==> src/rtl/mem_arbiter.sv <==
// mem_arbiter: round-robin arbiter between instruction fetch and load/store
// traffic in front of a single data-memory port. One transaction at a time:
// accept -> (REQ -> WAIT) or straight to an error response -> RESP -> IDLE.
module mem_arbiter #(
    parameter int ADDR_W  = 32,
    parameter int DATA_W  = 32,
    parameter int TIMEOUT = 255
) (
    input  logic              clk,
    input  logic              rst,
    input  logic              ifu_req_valid,
    output logic              ifu_req_ready,
    input  logic [ADDR_W-1:0] ifu_addr,
    output logic              ifu_resp_valid,
    output logic [DATA_W-1:0] ifu_rdata,
    output logic              ifu_err,
    input  logic              lsu_req_valid,
    output logic              lsu_req_ready,
    input  logic [1:0]        lsu_wen,
    input  logic [1:0]        lsu_ren,
    input  logic              lsu_unsign,
    input  logic [ADDR_W-1:0] lsu_addr,
    input  logic [DATA_W-1:0] lsu_wdata,
    output logic              lsu_resp_valid,
    output logic [DATA_W-1:0] lsu_rdata,
    output logic              lsu_err,
    output logic              mem_req_valid,
    input  logic              mem_req_ready,
    output logic [1:0]        mem_wen,
    output logic [1:0]        mem_ren,
    output logic [ADDR_W-1:0] mem_addr,
    output logic [DATA_W-1:0] mem_wdata,
    input  logic              mem_resp_valid,
    input  logic [DATA_W-1:0] mem_rdata
);

    typedef enum logic [1:0] {IDLE, REQ, WAIT, RESP} state_t;

    localparam logic       OWN_IFU   = 1'b0;
    localparam logic       OWN_LSU   = 1'b1;
    localparam logic [7:0] TIMEOUT_C = 8'(TIMEOUT);

    state_t              state_reg, state_next;
    logic                last_grant_reg;
    logic                owner_reg;
    logic [ADDR_W-1:0]   addr_reg;
    logic [DATA_W-1:0]   wdata_reg;
    logic [1:0]          wen_reg, ren_reg;
    logic                unsign_reg;
    logic [7:0]          cnt_reg;
    logic                mem_req_valid_reg;
    logic                ifu_resp_valid_reg, lsu_resp_valid_reg;
    logic                ifu_err_reg, lsu_err_reg;
    logic [DATA_W-1:0]   ifu_rdata_reg, lsu_rdata_reg;

    logic                grant_lsu, grant_ifu, accept;
    logic [1:0]          sel_wen, sel_ren, sel_len;
    logic                sel_unsign;
    logic [ADDR_W-1:0]   sel_addr;
    logic [DATA_W-1:0]   sel_wdata;
    logic                req_err;
    logic                wait_timeout;
    logic [DATA_W-1:0]   ext_rdata;
    logic                resp_fire, resp_owner, resp_err_next;
    logic [DATA_W-1:0]   resp_rdata_next;
    logic                mem_req_valid_next;

    // Round-robin choice and selection of the candidate request fields
    always_comb begin
        grant_lsu  = lsu_req_valid && (!ifu_req_valid || last_grant_reg == OWN_IFU);
        grant_ifu  = ifu_req_valid && !grant_lsu;
        accept     = (state_reg == IDLE) && (grant_lsu || grant_ifu);
        sel_wen    = grant_lsu ? lsu_wen    : 2'b00;
        sel_ren    = grant_lsu ? lsu_ren    : 2'b11;
        sel_unsign = grant_lsu ? lsu_unsign : 1'b0;
        sel_addr   = grant_lsu ? lsu_addr   : ifu_addr;
        sel_wdata  = grant_lsu ? lsu_wdata  : '0;
        sel_len    = (sel_wen != 2'b00) ? sel_wen : sel_ren;
        req_err    = ((sel_wen == 2'b00) == (sel_ren == 2'b00))
                  || (sel_len == 2'b10 && sel_addr[0])
                  || (sel_len == 2'b11 && sel_addr[1:0] != 2'b00);
        wait_timeout = (cnt_reg == TIMEOUT_C);
    end

    // Sign/zero extension of raw memory data according to the latched read length
    always_comb begin
        ext_rdata = '0;
        case (ren_reg)
            2'b01:   ext_rdata = {{(DATA_W-8){mem_rdata[7] & ~unsign_reg}}, mem_rdata[7:0]};
            2'b10:   ext_rdata = {{(DATA_W-16){mem_rdata[15] & ~unsign_reg}}, mem_rdata[15:0]};
            2'b11:   ext_rdata = mem_rdata;
            default: ext_rdata = '0;
        endcase
    end

    // State register
    always_ff @(posedge clk) begin
        if (rst) state_reg <= IDLE;
        else     state_reg <= state_next;
    end

    // Next-state logic
    always_comb begin
        state_next = state_reg;
        case (state_reg)
            IDLE: if (accept) state_next = req_err ? RESP : REQ;
            REQ:  if (mem_req_ready) state_next = WAIT;
            WAIT: if (mem_resp_valid || wait_timeout) state_next = RESP;
            RESP: state_next = IDLE;
            default: state_next = IDLE;
        endcase
    end

    // Output logic: ready strobes plus next values for the registered outputs
    always_comb begin
        ifu_req_ready      = (state_reg == IDLE) && grant_ifu;
        lsu_req_ready      = (state_reg == IDLE) && grant_lsu;
        resp_fire          = 1'b0;
        resp_owner         = owner_reg;
        resp_err_next      = 1'b0;
        resp_rdata_next    = '0;
        mem_req_valid_next = 1'b0;
        case (state_reg)
            IDLE: begin
                resp_owner = grant_lsu;
                if (accept && req_err) begin
                    resp_fire     = 1'b1;
                    resp_err_next = 1'b1;
                end
                mem_req_valid_next = accept && !req_err;
            end
            REQ:  mem_req_valid_next = !mem_req_ready;
            WAIT: begin
                // A response in the same cycle as the timeout still wins
                if (mem_resp_valid) begin
                    resp_fire       = 1'b1;
                    resp_rdata_next = (ren_reg != 2'b00) ? ext_rdata : '0;
                end else if (wait_timeout) begin
                    resp_fire     = 1'b1;
                    resp_err_next = 1'b1;
                end
            end
            default: ;
        endcase
    end

    // Request latch, timeout counter and registered outputs
    always_ff @(posedge clk) begin
        if (rst) begin
            last_grant_reg     <= OWN_IFU;
            owner_reg          <= OWN_IFU;
            addr_reg           <= '0;
            wdata_reg          <= '0;
            wen_reg            <= 2'b00;
            ren_reg            <= 2'b00;
            unsign_reg         <= 1'b0;
            cnt_reg            <= 8'd0;
            mem_req_valid_reg  <= 1'b0;
            ifu_resp_valid_reg <= 1'b0;
            lsu_resp_valid_reg <= 1'b0;
            ifu_err_reg        <= 1'b0;
            lsu_err_reg        <= 1'b0;
            ifu_rdata_reg      <= '0;
            lsu_rdata_reg      <= '0;
        end else begin
            if (accept) begin
                last_grant_reg <= grant_lsu;
                owner_reg      <= grant_lsu;
                addr_reg       <= sel_addr;
                wdata_reg      <= sel_wdata;
                wen_reg        <= sel_wen;
                ren_reg        <= sel_ren;
                unsign_reg     <= sel_unsign;
            end
            if (state_reg == REQ)       cnt_reg <= 8'd0;
            else if (state_reg == WAIT) cnt_reg <= cnt_reg + 8'd1;
            mem_req_valid_reg  <= mem_req_valid_next;
            ifu_resp_valid_reg <= resp_fire && (resp_owner == OWN_IFU);
            lsu_resp_valid_reg <= resp_fire && (resp_owner == OWN_LSU);
            ifu_err_reg        <= resp_fire && (resp_owner == OWN_IFU) && resp_err_next;
            lsu_err_reg        <= resp_fire && (resp_owner == OWN_LSU) && resp_err_next;
            ifu_rdata_reg      <= (resp_fire && resp_owner == OWN_IFU) ? resp_rdata_next : '0;
            lsu_rdata_reg      <= (resp_fire && resp_owner == OWN_LSU) ? resp_rdata_next : '0;
        end
    end

    assign mem_req_valid  = mem_req_valid_reg;
    assign mem_wen        = wen_reg;
    assign mem_ren        = ren_reg;
    assign mem_addr       = addr_reg;
    assign mem_wdata      = wdata_reg;
    assign ifu_resp_valid = ifu_resp_valid_reg;
    assign ifu_rdata      = ifu_rdata_reg;
    assign ifu_err        = ifu_err_reg;
    assign lsu_resp_valid = lsu_resp_valid_reg;
    assign lsu_rdata      = lsu_rdata_reg;
    assign lsu_err        = lsu_err_reg;

endmodule

==> config.mk <==
export PLATFORM = sky130hd
export DESIGN_NAME = mem_arbiter
export DESIGN_NICKNAME = d
export VERILOG_FILES = /design/src/rtl/mem_arbiter.sv
export SDC_FILE = /design/constraint.sdc
export NUM_CORES = 1
export LEC_CHECK = 0
export BUFFER_PORTS_ARGS = -buffer_cell sky130_fd_sc_hd__buf_2
export CAP_MARGIN = 20
export CORE_ASPECT_RATIO = 0.75
export CORE_MARGIN = 4
export CORE_UTILIZATION = 25
export DETAILED_ROUTE_END_ITERATION = 6
export GPL_TIMING_DRIVEN = 0
export PLACE_DENSITY = 0.47
export SYNTH_ARGS = -nofsm -noshare
export SYNTH_HDL_FRONTEND = slang
export SYNTH_SLANG_ARGS = --single-unit
==> constraint.sdc <==
create_clock -name clk -period 2.4 [get_ports clk]
set_clock_uncertainty 0.2 [all_clocks]
set_input_delay 0 -clock clk [delete_from_list [all_inputs] [get_ports clk]]
set_output_delay 0 -clock clk [all_outputs]
set_load 0.02 [all_outputs]
==> impl_metrics.env <==
export IMPL_status="complete, no violations"
export IMPL_rsz0062_at_grt="true"
export IMPL_syn_inst=590
export IMPL_hp_class="in -> reg"
export IMPL_fin_crit_sh_pct=92.9
export IMPL_grt_max_degree=17
export IMPL_start_util_pct=25.7
export IMPL_place_area_sq_um=7210
export IMPL_fin_nets=1171
export IMPL_placed_cells=1155
export IMPL_hold_slack_ns=0.154
export IMPL_area_growth_pct=68.6
export IMPL_synth_most_common_cell="dfxtp_1"
export IMPL_synth_nets=733
export IMPL_tightestPinTransition_ns=0.744
export IMPL_max_clock_freq_ghz=0.448
export IMPL_coreArea_sq_um=21300
export IMPL_design_area_sq_um=9210
export IMPL_placement_io_buffers=277
export IMPL_dr_pass1_iters=4
export IMPL_path_clk_slew_ns=0.07
export IMPL_gp_congestion=0.825
export IMPL_synth_flop_cell="dfxtp_1"
export IMPL_yosys_top_cells_count="149 x dfxtp_1, 129 x nor2_1, 79 x nand2_1, 36 x a22oi_1, 32 x a311oi_1"
export IMPL_critical_path_class="reg -> reg"
export IMPL_overflow=0
export IMPL_drive_above_1_share_pct=35.2
export IMPL_final_max_slew_viol_count=0
export IMPL_path_max_fanout=10
export IMPL_powerDensity_nw_per_um2=940
export IMPL_grt_util_all_layers_pct=16.9
export IMPL_root_buffer="clkbuf_16"
export IMPL_dp_hpwl_microns=15100
export IMPL_setup_tns_ns=0
export IMPL_period_minus_slack_ns=2.23
export IMPL_wl_microns=21300
export IMPL_p_leak_nw=4.24
export IMPL_synth_area_leaders="dfxtp_1 55%, nor2_1 8.9%, nand2_1 5.4%"
export IMPL_cts_buffers=17
export IMPL_die_area_sq_um=24300
export IMPL_wl_per_cell_microns=16.0
export IMPL_rrSetupSlack_ns=0.17
export IMPL_drc=0
export IMPL_synth_top_area_cell="dfxtp_1"
export IMPL_yosys_register_bits=149
export IMPL_grt_pass1_vias=5765
export IMPL_dieHeight_microns=136
export IMPL_synth_avg_cell_area_sq_um=9.26
export IMPL_htreeDepth=4
export IMPL_cts_buffer_depth=2
export IMPL_vias=5846
export IMPL_die_width_microns=179
export IMPL_clk_latency_ns=0.42
export IMPL_synthArstFlopShare_pct=0
export IMPL_setup_viol=0
export IMPL_maxCapViolCount=0
export IMPL_ys_types=51
export IMPL_worst_slew_margin_rel_pct=50.1
export IMPL_slowest_stage="dlygate4sd3_1"
export IMPL_grt_pass1_wl_microns=31900
export IMPL_hold_violations=0
export IMPL_worstPathRequired_ns=2.50
export IMPL_ys_seq_area_share_pct=54.6
export IMPL_cp_end_kind="flip-flop"
export IMPL_cp_start_kind="flip-flop"
export IMPL_synth_edf_count=0
export IMPL_instances_no_fill=1331
export IMPL_synth_top_area_share_pct=54.6
export IMPL_crit_arrival_ns=2.33
export IMPL_first_iter_violations=223
export IMPL_ir_drop_mv=0.426
export IMPL_netlist_area_sq_um=5460
export IMPL_cts_tree="yes"
export IMPL_via_per_inst=4.39
export IMPL_synth_warnings=0
export IMPL_drtAntennaViolNets=0
export IMPL_path_cells="a21boi_2 > dlygate4sd3_1 > mux2_2 > nand3_2 > clkbuf_4 > a21oi_2"
export IMPL_cts_sinks=149
export IMPL_rows=46
export IMPL_critical_path_max_stage_delay_ns=0.55
export IMPL_io_pins=278
export IMPL_antenna_found_initial=1
cells in the final DEF, fill, tap and decap left out, drive strengths merged, types with 4 or more instances in the layout:
cell and instances:
nand4 6, clkbuf 34, xor2 4, a311oi 32
buf 304, clkinv 4, nand2 80, dlygate4sd3 142
ha 4, o21ai 14, and2 9, a22oi 36
dfxtp 149, a21oi 40, inv 17, nor2 130
critical path, delay by kind of cell, from the launching register on:
family                 cells  cell delay [ns]
AO/OA/AOI/OAI              2             0.16
buffers and inverters      2             0.84
flip-flops                 1             0.40
multiplexers               1             0.31
AND/OR/NAND/NOR            1             0.19
logic make-up (layout without fill, tap and decap cells):
family | after synthesis | after routing | synth area share (%)
AO/OA/AOI/OAI | 138 | 138 | 19.2
buffers and inverters | 51 | 502 | 4.69
AND/OR/NAND/NOR | 240 | 240 | 19.0
flip-flops | 149 | 149 | 54.6
XOR/XNOR | 5 | 5 | 0.801
adder cells (fa/ha/maj) | 4 | 4 | 0.916
multiplexers | 3 | 3 | 0.801
other | 0 | 2 | 0
where the power goes:
part / internal (mW) / switching (mW)
Sequential: 2.84 / 0.217
Combinational: 1.12 / 1.89
Clock: 1.38 / 1.21
per-layer routing:
layer  global-route usage [%]  part of all wire, %  up-vias
li1                         -                    -     2924
met1                     22.2                   46     2676
met2                     26.3                   44      227
met3                     5.89                  8.7       19
met4                     5.11                  1.5        0
met5                        0                    0        -
stage by stage:
stage	worst slack (ns)	util [%]	total power [mW]
4_1_cts	0.0178	43.2	8.75
2_1_floorplan	0.519	-	4.92
6_report	0.169	43.3	8.66
5_1_grt	-0.00587	43.2	9.17
3_5_place_dp	0.168	33.9	5.93
3_3_place_gp	0.167	33.9	5.94
worst paths after layout:
kind	startpoint	end	cells past startpoint
setup / recovery	owner_reg	lsu_rdata[8]	6
hold / removal	mem_rdata[5]	ifu_rdata[5]	4
setup reg to reg	owner_reg	lsu_rdata[8]	6
hold reg to reg	mem_addr[1]	mem_addr[1]	2
area by class of cell:
type	instances	area [sq um]
diodes	2	5.00
inverters	8	32.5
clock inverters	14	135
well taps	288	360
plain buffers	43	233
fillers	2135	12100
repair buffers	419	2810
clock buffers	18	429
flip-flops and latches	149	2980
multi-input cells	390	2220
repair_timing:
action | in CTS | in global routing
setup endpoints to repair | 0 | 27
hold buffers | 142 | 0
endpoints found under the hold margin | 139 | 0
buffers inserted | 0 | 0
gates resized for setup | 0 | 9
Power figures use the tool's default switching activity.
